## config.mk

```make
export PLATFORM = sky130hd
export DESIGN_NAME = pipelined_barrel_shifter_flat
export DESIGN_NICKNAME = d
export VERILOG_FILES = /design/src/rtl/pipelined_barrel_shifter_pkg.sv /design/src/rtl/pipelined_barrel_shifter_if.sv /design/src/rtl/pipelined_barrel_shifter_shift_stage.sv /design/src/rtl/pipelined_barrel_shifter.sv /design/src/flat_wrapper.sv
export SDC_FILE = /design/constraint.sdc
export NUM_CORES = 1
export LEC_CHECK = 0
export CAP_MARGIN = 15
export CORE_UTILIZATION = 52
export DETAILED_ROUTE_END_ITERATION = 6
export HOLD_SLACK_MARGIN = 0.05
export PLACE_DENSITY = 0.75
export SYNTH_ARGS = -nofsm -noshare
export SYNTH_HDL_FRONTEND = slang
export SYNTH_HIERARCHICAL = 1
export SYNTH_SLANG_ARGS = --single-unit
```

## constraint.sdc

```tcl
create_clock -name clk -period 2.4 [get_ports clk]
set_input_delay 0.24 -clock clk [delete_from_list [all_inputs] [get_ports clk]]
set_output_delay 0.24 -clock clk [all_outputs]
set_load 0.05 [all_outputs]
```

## src/rtl/pipelined_barrel_shifter_pkg.sv

```systemverilog
// Shared encodings for the pipelined barrel shifter: operation and direction codes,
// plus the fill-bit rule applied when an operand enters the pipe.
package shifter_pkg;

    localparam logic [1:0] OP_LOGIC = 2'd0;
    localparam logic [1:0] OP_ARITH = 2'd1;
    localparam logic [1:0] OP_ROT   = 2'd2;
    localparam logic [1:0] OP_RSVD  = 2'd3;

    localparam logic DIR_RIGHT = 1'b0;
    localparam logic DIR_LEFT  = 1'b1;

    // Only an arithmetic right shift replicates the sign bit; everything else fills with zero.
    function automatic logic fill_bit(input logic msb, input logic dir, input logic [1:0] op);
        logic fill;
        if ((op == OP_ARITH) && (dir == DIR_RIGHT)) begin
            fill = msb;
        end else begin
            fill = 1'b0;
        end
        return fill;
    endfunction

endpackage

```

## src/rtl/pipelined_barrel_shifter_if.sv

```systemverilog
// Valid/ready stream bundle for the barrel shifter: operation in, shifted result out.
interface pipelined_barrel_shifter_if #(
    parameter int WIDTH = 32
);
    localparam int SHW = $clog2(WIDTH);

    logic             in_valid;
    logic             in_ready;
    logic [WIDTH-1:0] in_data;
    logic [SHW-1:0]   in_shamt;
    logic             in_dir;
    logic [1:0]       in_op;
    logic             out_valid;
    logic             out_ready;
    logic [WIDTH-1:0] out_data;
    logic             out_zero;

    modport master (
        output in_valid, in_data, in_shamt, in_dir, in_op, out_ready,
        input  in_ready, out_valid, out_data, out_zero
    );

    modport slave (
        input  in_valid, in_data, in_shamt, in_dir, in_op, out_ready,
        output in_ready, out_valid, out_data, out_zero
    );
endinterface

```

## src/rtl/pipelined_barrel_shifter_shift_stage.sv

```systemverilog
// One registered log2 stage of the barrel shifter: conditionally shifts or rotates by AMT
// and forwards the operation context to the next stage, holding everything on stall.
module shift_stage
    import shifter_pkg::*;
#(
    parameter int WIDTH = 32,
    parameter int SHW   = 5,
    parameter int AMT   = 1,
    parameter bit LAST  = 1'b0
) (
    input  logic             clk,
    input  logic             rst,
    input  logic             stall,
    input  logic             en,
    input  logic             valid_i,
    input  logic [WIDTH-1:0] data_i,
    input  logic [SHW-1:0]   shamt_i,
    input  logic             dir_i,
    input  logic [1:0]       op_i,
    input  logic             fill_i,
    output logic             valid_q,
    output logic [WIDTH-1:0] data_q,
    output logic [SHW-1:0]   shamt_q,
    output logic             dir_q,
    output logic [1:0]       op_q,
    output logic             fill_q,
    output logic             zero_q
);

    logic [WIDTH-1:0] shifted_s;
    logic             valid_d;
    logic [WIDTH-1:0] data_d;
    logic [SHW-1:0]   shamt_d;
    logic             dir_d;
    logic [1:0]       op_d;
    logic             fill_d;
    logic             zero_d;

    // Shift-by-AMT mux; the reserved op falls into the logical path via default
    always_comb begin
        shifted_s = data_i;
        if (en) begin
            case (op_i)
                OP_ROT: begin
                    if (dir_i == DIR_LEFT) begin
                        shifted_s = {data_i[WIDTH-AMT-1:0], data_i[WIDTH-1:WIDTH-AMT]};
                    end else begin
                        shifted_s = {data_i[AMT-1:0], data_i[WIDTH-1:AMT]};
                    end
                end
                default: begin
                    if (dir_i == DIR_LEFT) begin
                        shifted_s = {data_i[WIDTH-AMT-1:0], {AMT{fill_i}}};
                    end else begin
                        shifted_s = {{AMT{fill_i}}, data_i[WIDTH-1:AMT]};
                    end
                end
            endcase
        end else begin
            shifted_s = data_i;
        end
    end

    // Next-state: hold on stall, otherwise load the upstream stage
    always_comb begin
        valid_d = valid_q;
        data_d  = data_q;
        shamt_d = shamt_q;
        dir_d   = dir_q;
        op_d    = op_q;
        fill_d  = fill_q;
        zero_d  = zero_q;
        if (!stall) begin
            valid_d = valid_i;
            data_d  = shifted_s;
            shamt_d = shamt_i;
            dir_d   = dir_i;
            op_d    = op_i;
            fill_d  = fill_i;
            zero_d  = LAST ? (shifted_s == {WIDTH{1'b0}}) : 1'b0;
        end else begin
            valid_d = valid_q;
        end
    end

    // Stage pipeline register
    always_ff @(posedge clk) begin
        if (rst) begin
            valid_q <= 1'b0;
            data_q  <= {WIDTH{1'b0}};
            shamt_q <= {SHW{1'b0}};
            dir_q   <= 1'b0;
            op_q    <= 2'd0;
            fill_q  <= 1'b0;
            zero_q  <= 1'b0;
        end else begin
            valid_q <= valid_d;
            data_q  <= data_d;
            shamt_q <= shamt_d;
            dir_q   <= dir_d;
            op_q    <= op_d;
            fill_q  <= fill_d;
            zero_q  <= zero_d;
        end
    end

endmodule

```

## src/rtl/pipelined_barrel_shifter.sv

```systemverilog
// Fully pipelined WIDTH-bit barrel shifter: an input register followed by SHW registered
// power-of-two shift stages, with a single global stall driven by output back-pressure.
module pipelined_barrel_shifter
    import shifter_pkg::*;
#(
    parameter int WIDTH = 32
) (
    input  logic                      clk,
    input  logic                      rst,
    pipelined_barrel_shifter_if.slave bus
);

    localparam int SHW = $clog2(WIDTH);

    logic stall_s;

    logic             in_valid_d, in_valid_q;
    logic [WIDTH-1:0] in_data_d,  in_data_q;
    logic [SHW-1:0]   in_shamt_d, in_shamt_q;
    logic             in_dir_d,   in_dir_q;
    logic [1:0]       in_op_d,    in_op_q;
    logic             in_fill_d,  in_fill_q;

    // Index 0 is the input register, index k+1 is the output of stage k
    logic             valid_s [SHW+1];
    logic [WIDTH-1:0] data_s  [SHW+1];
    logic [SHW-1:0]   shamt_s [SHW+1];
    logic             dir_s   [SHW+1];
    logic [1:0]       op_s    [SHW+1];
    logic             fill_s  [SHW+1];
    logic             zero_s  [SHW];

    assign stall_s      = valid_s[SHW] && !bus.out_ready;
    assign bus.in_ready = !stall_s;

    // Input capture: the fill bit is resolved here so later stages never look at the MSB
    always_comb begin
        in_valid_d = in_valid_q;
        in_data_d  = in_data_q;
        in_shamt_d = in_shamt_q;
        in_dir_d   = in_dir_q;
        in_op_d    = in_op_q;
        in_fill_d  = in_fill_q;
        if (!stall_s) begin
            in_valid_d = bus.in_valid;
            in_data_d  = bus.in_data;
            in_shamt_d = bus.in_shamt;
            in_dir_d   = bus.in_dir;
            in_op_d    = bus.in_op;
            in_fill_d  = fill_bit(bus.in_data[WIDTH-1], bus.in_dir, bus.in_op);
        end else begin
            in_valid_d = in_valid_q;
        end
    end

    // Input register
    always_ff @(posedge clk) begin
        if (rst) begin
            in_valid_q <= 1'b0;
            in_data_q  <= {WIDTH{1'b0}};
            in_shamt_q <= {SHW{1'b0}};
            in_dir_q   <= 1'b0;
            in_op_q    <= 2'd0;
            in_fill_q  <= 1'b0;
        end else begin
            in_valid_q <= in_valid_d;
            in_data_q  <= in_data_d;
            in_shamt_q <= in_shamt_d;
            in_dir_q   <= in_dir_d;
            in_op_q    <= in_op_d;
            in_fill_q  <= in_fill_d;
        end
    end

    assign valid_s[0] = in_valid_q;
    assign data_s[0]  = in_data_q;
    assign shamt_s[0] = in_shamt_q;
    assign dir_s[0]   = in_dir_q;
    assign op_s[0]    = in_op_q;
    assign fill_s[0]  = in_fill_q;

    for (genvar k = 0; k < SHW; k++) begin : g_stage
        shift_stage #(
            .WIDTH (WIDTH),
            .SHW   (SHW),
            .AMT   (32'd1 << k),
            .LAST  (k == (SHW - 1))
        ) u_stage (
            .clk     (clk),
            .rst     (rst),
            .stall   (stall_s),
            .en      (shamt_s[k][k]),
            .valid_i (valid_s[k]),
            .data_i  (data_s[k]),
            .shamt_i (shamt_s[k]),
            .dir_i   (dir_s[k]),
            .op_i    (op_s[k]),
            .fill_i  (fill_s[k]),
            .valid_q (valid_s[k+1]),
            .data_q  (data_s[k+1]),
            .shamt_q (shamt_s[k+1]),
            .dir_q   (dir_s[k+1]),
            .op_q    (op_s[k+1]),
            .fill_q  (fill_s[k+1]),
            .zero_q  (zero_s[k])
        );
    end

    assign bus.out_valid = valid_s[SHW];
    assign bus.out_data  = data_s[SHW];
    assign bus.out_zero  = zero_s[SHW-1];

endmodule

```

## src/flat_wrapper.sv

```systemverilog
// flat-port wrapper written by rule: the top's interface ports become plain ports
module pipelined_barrel_shifter_flat import shifter_pkg::*;
#(
    parameter int WIDTH = 32
)
  (clk, rst, bus_in_valid, bus_in_data, bus_in_shamt, bus_in_dir, bus_in_op, bus_out_ready, bus_in_ready, bus_out_valid, bus_out_data, bus_out_zero);
  pipelined_barrel_shifter_if #(.WIDTH(WIDTH)) bus_i ();
  input  logic clk;
  input  logic rst;
  input wire logic [$bits(bus_i.in_valid)-1:0] bus_in_valid;
  input wire logic [$bits(bus_i.in_data)-1:0] bus_in_data;
  input wire logic [$bits(bus_i.in_shamt)-1:0] bus_in_shamt;
  input wire logic [$bits(bus_i.in_dir)-1:0] bus_in_dir;
  input wire logic [$bits(bus_i.in_op)-1:0] bus_in_op;
  input wire logic [$bits(bus_i.out_ready)-1:0] bus_out_ready;
  output wire logic [$bits(bus_i.in_ready)-1:0] bus_in_ready;
  output wire logic [$bits(bus_i.out_valid)-1:0] bus_out_valid;
  output wire logic [$bits(bus_i.out_data)-1:0] bus_out_data;
  output wire logic [$bits(bus_i.out_zero)-1:0] bus_out_zero;
  assign bus_i.in_valid = bus_in_valid;
  assign bus_i.in_data = bus_in_data;
  assign bus_i.in_shamt = bus_in_shamt;
  assign bus_i.in_dir = bus_in_dir;
  assign bus_i.in_op = bus_in_op;
  assign bus_i.out_ready = bus_out_ready;
  assign bus_in_ready = bus_i.in_ready;
  assign bus_out_valid = bus_i.out_valid;
  assign bus_out_data = bus_i.out_data;
  assign bus_out_zero = bus_i.out_zero;
  pipelined_barrel_shifter #(.WIDTH(WIDTH)) u_core (.clk(clk), .rst(rst), .bus(bus_i));
endmodule
```

==> results of run 1 <==
worst max-delay path, stage by stage, from the launching register on:
cell       delay (ns)
dfxtp_1          0.49
nand2b_1         0.20
o21ai_2          0.15
o21ai_0          0.25
o2111ai_1        0.16
or4_1            0.54
o32ai_2          0.26
layout by cell type, fill, tap and decap left out, drive strengths merged, types with 31 or more instances in the layout:
| cell type | count |
|---|---|
| dfxtp | 234 |
| nand2 | 206 |
| nor2 | 205 |
| a21oi | 179 |
| mux2i | 122 |
| a211o | 82 |
| clkdlybuf4s50 | 76 |
| buf | 42 |
| nor3 | 39 |
| clkbuf | 39 |
| o22ai | 36 |
| o21ai | 31 |
worst max path at each step:
stage / cells after the start / endpoint / slack, ns
2_1_floorplan: 9 / u_core/g_stage[4].u_stage/data_q[22] / 0.34
3_3_place_gp: 7 / u_core/g_stage[2].u_stage/data_q[31] / 0.27
3_5_place_dp: 7 / u_core/g_stage[2].u_stage/data_q[3] / 0.26
4_1_cts: 6 / u_core/g_stage[4].u_stage/zero_q / 0.31
5_1_grt: 6 / u_core/g_stage[4].u_stage/zero_q / 0.13
6_report: 6 / u_core/g_stage[4].u_stage/zero_q / 0.26
flip-flops by register name, summed over array words and instances, names as in the netlist, 2 cells and up:
register,flops
u_core/in_op_q,2
u_core/g_stage.u_stage/shamt_q,10
u_core/in_data_q,32
u_core/g_stage.u_stage/valid_q,5
u_core/g_stage.u_stage/data_q,160
u_core/g_stage.u_stage/fill_q,4
u_core/g_stage.u_stage/dir_q,4
u_core/in_shamt_q,5
u_core/g_stage.u_stage/op_q,8
where the power goes:
part | internal (mW) | total [mW] | leakage (nW) | switching (mW)
registers | 4.06 | 4.28 | 1.92 | 0.214
logic | 0.432 | 0.918 | 2.41 | 0.485
clock network | 2.18 | 3.77 | 0.409 | 1.59
through the flow:
stage,cell area [um^2],setup WS (ns),hold slack (ns),power [mW]
floorplan,12100,0.344,0.380,4.98
global placement,12700,0.268,0.450,5.24
detailed placement,12700,0.257,0.451,5.26
CTS,13500,0.312,0.104,9.01
global route,13500,0.134,0.109,9.32
finish,13500,0.263,0.107,8.96
area by class of cell:
class                   instances  area [um^2]
clock inverters                 9         56.3
inverters                      25          109
repair buffers                119         1140
multi-input cells            1062         6430
fillers                      2087         9170
flip-flops and latches        234         4690
well taps                     285          357
clock buffers                  38          756
routing by layer:
metal / vias up / global-route usage (%)
met1: 4904 / 35.3
met5: - / 0
met3: 65 / 2.94
met4: 0 / 8.63
met2: 383 / 43.2
li1: 5200 / -
==> results by group, run 1 <==
Outcome
  – Outcome: complete, no violations

STA
  – Final setup viols: 0
  – RSZ-0062 raised after global routing: no
  – Fmax achieved: 0.468 GHz
  – Max-slew headroom: 49.4%
  – Setup TNS: 0 ns
  – Slew @ Worst Pin: 0.759 ns
  – Fin. Hold Viols: 0
  – Setup Skew: 0.0207 ns
  – Minimum clock period: between 2 and 2.5 ns
  – Fin crit share: 89.1%
  – Pins Over Slew Limit: 0

Layout
  – Layout Cells excl Fill: 1772
  – Synth-to-Final Area Change: 12.3%
  – Share of cells above drive strength 1: 11.1%
  – Diode count: 0
  – Layout net count: 1512
  – Layout Utilization: 59.6%

Floorplanning
  – Die area: 23800 um^2
  – Die H: 154 um
  – Initial Util: 53.1%
  – Die width: 154 um
  – I/O pins: 79
  – Core Area: roughly 23000 um^2
  – Core Rows: 55

Detailed routing
  – WL met3: between 1500 and 2000 um
  – TritonRoute pass-1 iters: 7
  – Top layer used by detailed routing: met4
  – WL met2: approximately 15000 um
  – DR WL/cell: 17.6 um
  – Routed Antenna Nets: 0
  – Detailed-route vias per instance: 5.95
  – Drt total wl: 31200 um
  – Via count: 10552
  – Drc violations: 0
  – Met1 wire length: 14000 um
  – Starting DRT DRC Count: 1054

Run
  – Max cap viols: 0

Place
  – Post-DP HPWL: 20900 um
  – Routability congestion estimate: 0.943
  – Placed Cells: 1725
  – PortBufs: between 70 and 80

Global route
  – Global-route wire length before repair: slightly above 50000 um
  – Initial antenna violation count: 0
  – Global route overflow: 0
  – Pin count of the biggest net entering global routing: ~140
  – Number of global-route vias before repair: 9814
  – GRT Resource Usage Total: 26.0%

Worst setup path
  – Critical Path AT: roughly 2.6 ns
  – Critical path type: reg2reg
  – R2r setup slk: 0.26 ns
  – Crit path max fanout: 9
  – Element type at the critical path end: register
  – CP required: 2.85 ns
  – Critical Path Start Type: register
  – Worst setup startpoint: u_core/g_stage[3].u_stage/dir_q
  – R2R Path Start: u_core/g_stage[3].u_stage/dir_q
  – FF-to-FF End: u_core/g_stage[4].u_stage/zero_q
  – Reg2Reg Depth: 6

Worst hold path
  – Worst Hold Class: in2reg
  – Hold Path Stages: 2
  – Hold path start: rst
  – End of the worst hold path: u_core/in_data_q[30]

CTS
  – # H-tree levels: 1
  – Post-CTS Hold Fix Bufs: 0
  – Post-CTS Setup Bufs: 0
  – CTS clk-pin slew, worst paths: 0.06 ns
  – CTS Buffer Depth: 3
  – Post_cts resized: 0
  – Root buffer cell: clkbuf_16
  – Worst skew pair latency: about 0.54 ns
  – Clk sinks: 234
  – Total CTS buffers: 26
  – CTS tree: built

Logic synthesis
  – Syn_area_per_cell: roughly 8.3 um^2
  – YS warnings: 6
  – Syn nets: 1500
  – Netlist Area Pre-Place: 12100 um^2
  – Cells after Synth: 1456

Power and ir drop
  – Max IR drop VDD: 0.526 mV
  – PD cells: 662 nW/um^2
  – P_leak: 4.74 nW
No activity file was read; power rests on OpenSTA's default activity.
==> inputs of run 2 (changes only) <==
SETUP_SLACK_MARGIN = 0.1   (was unset)
==> results of run 2 <==
Final layout, timing and power as in run 1 (identical DEF).
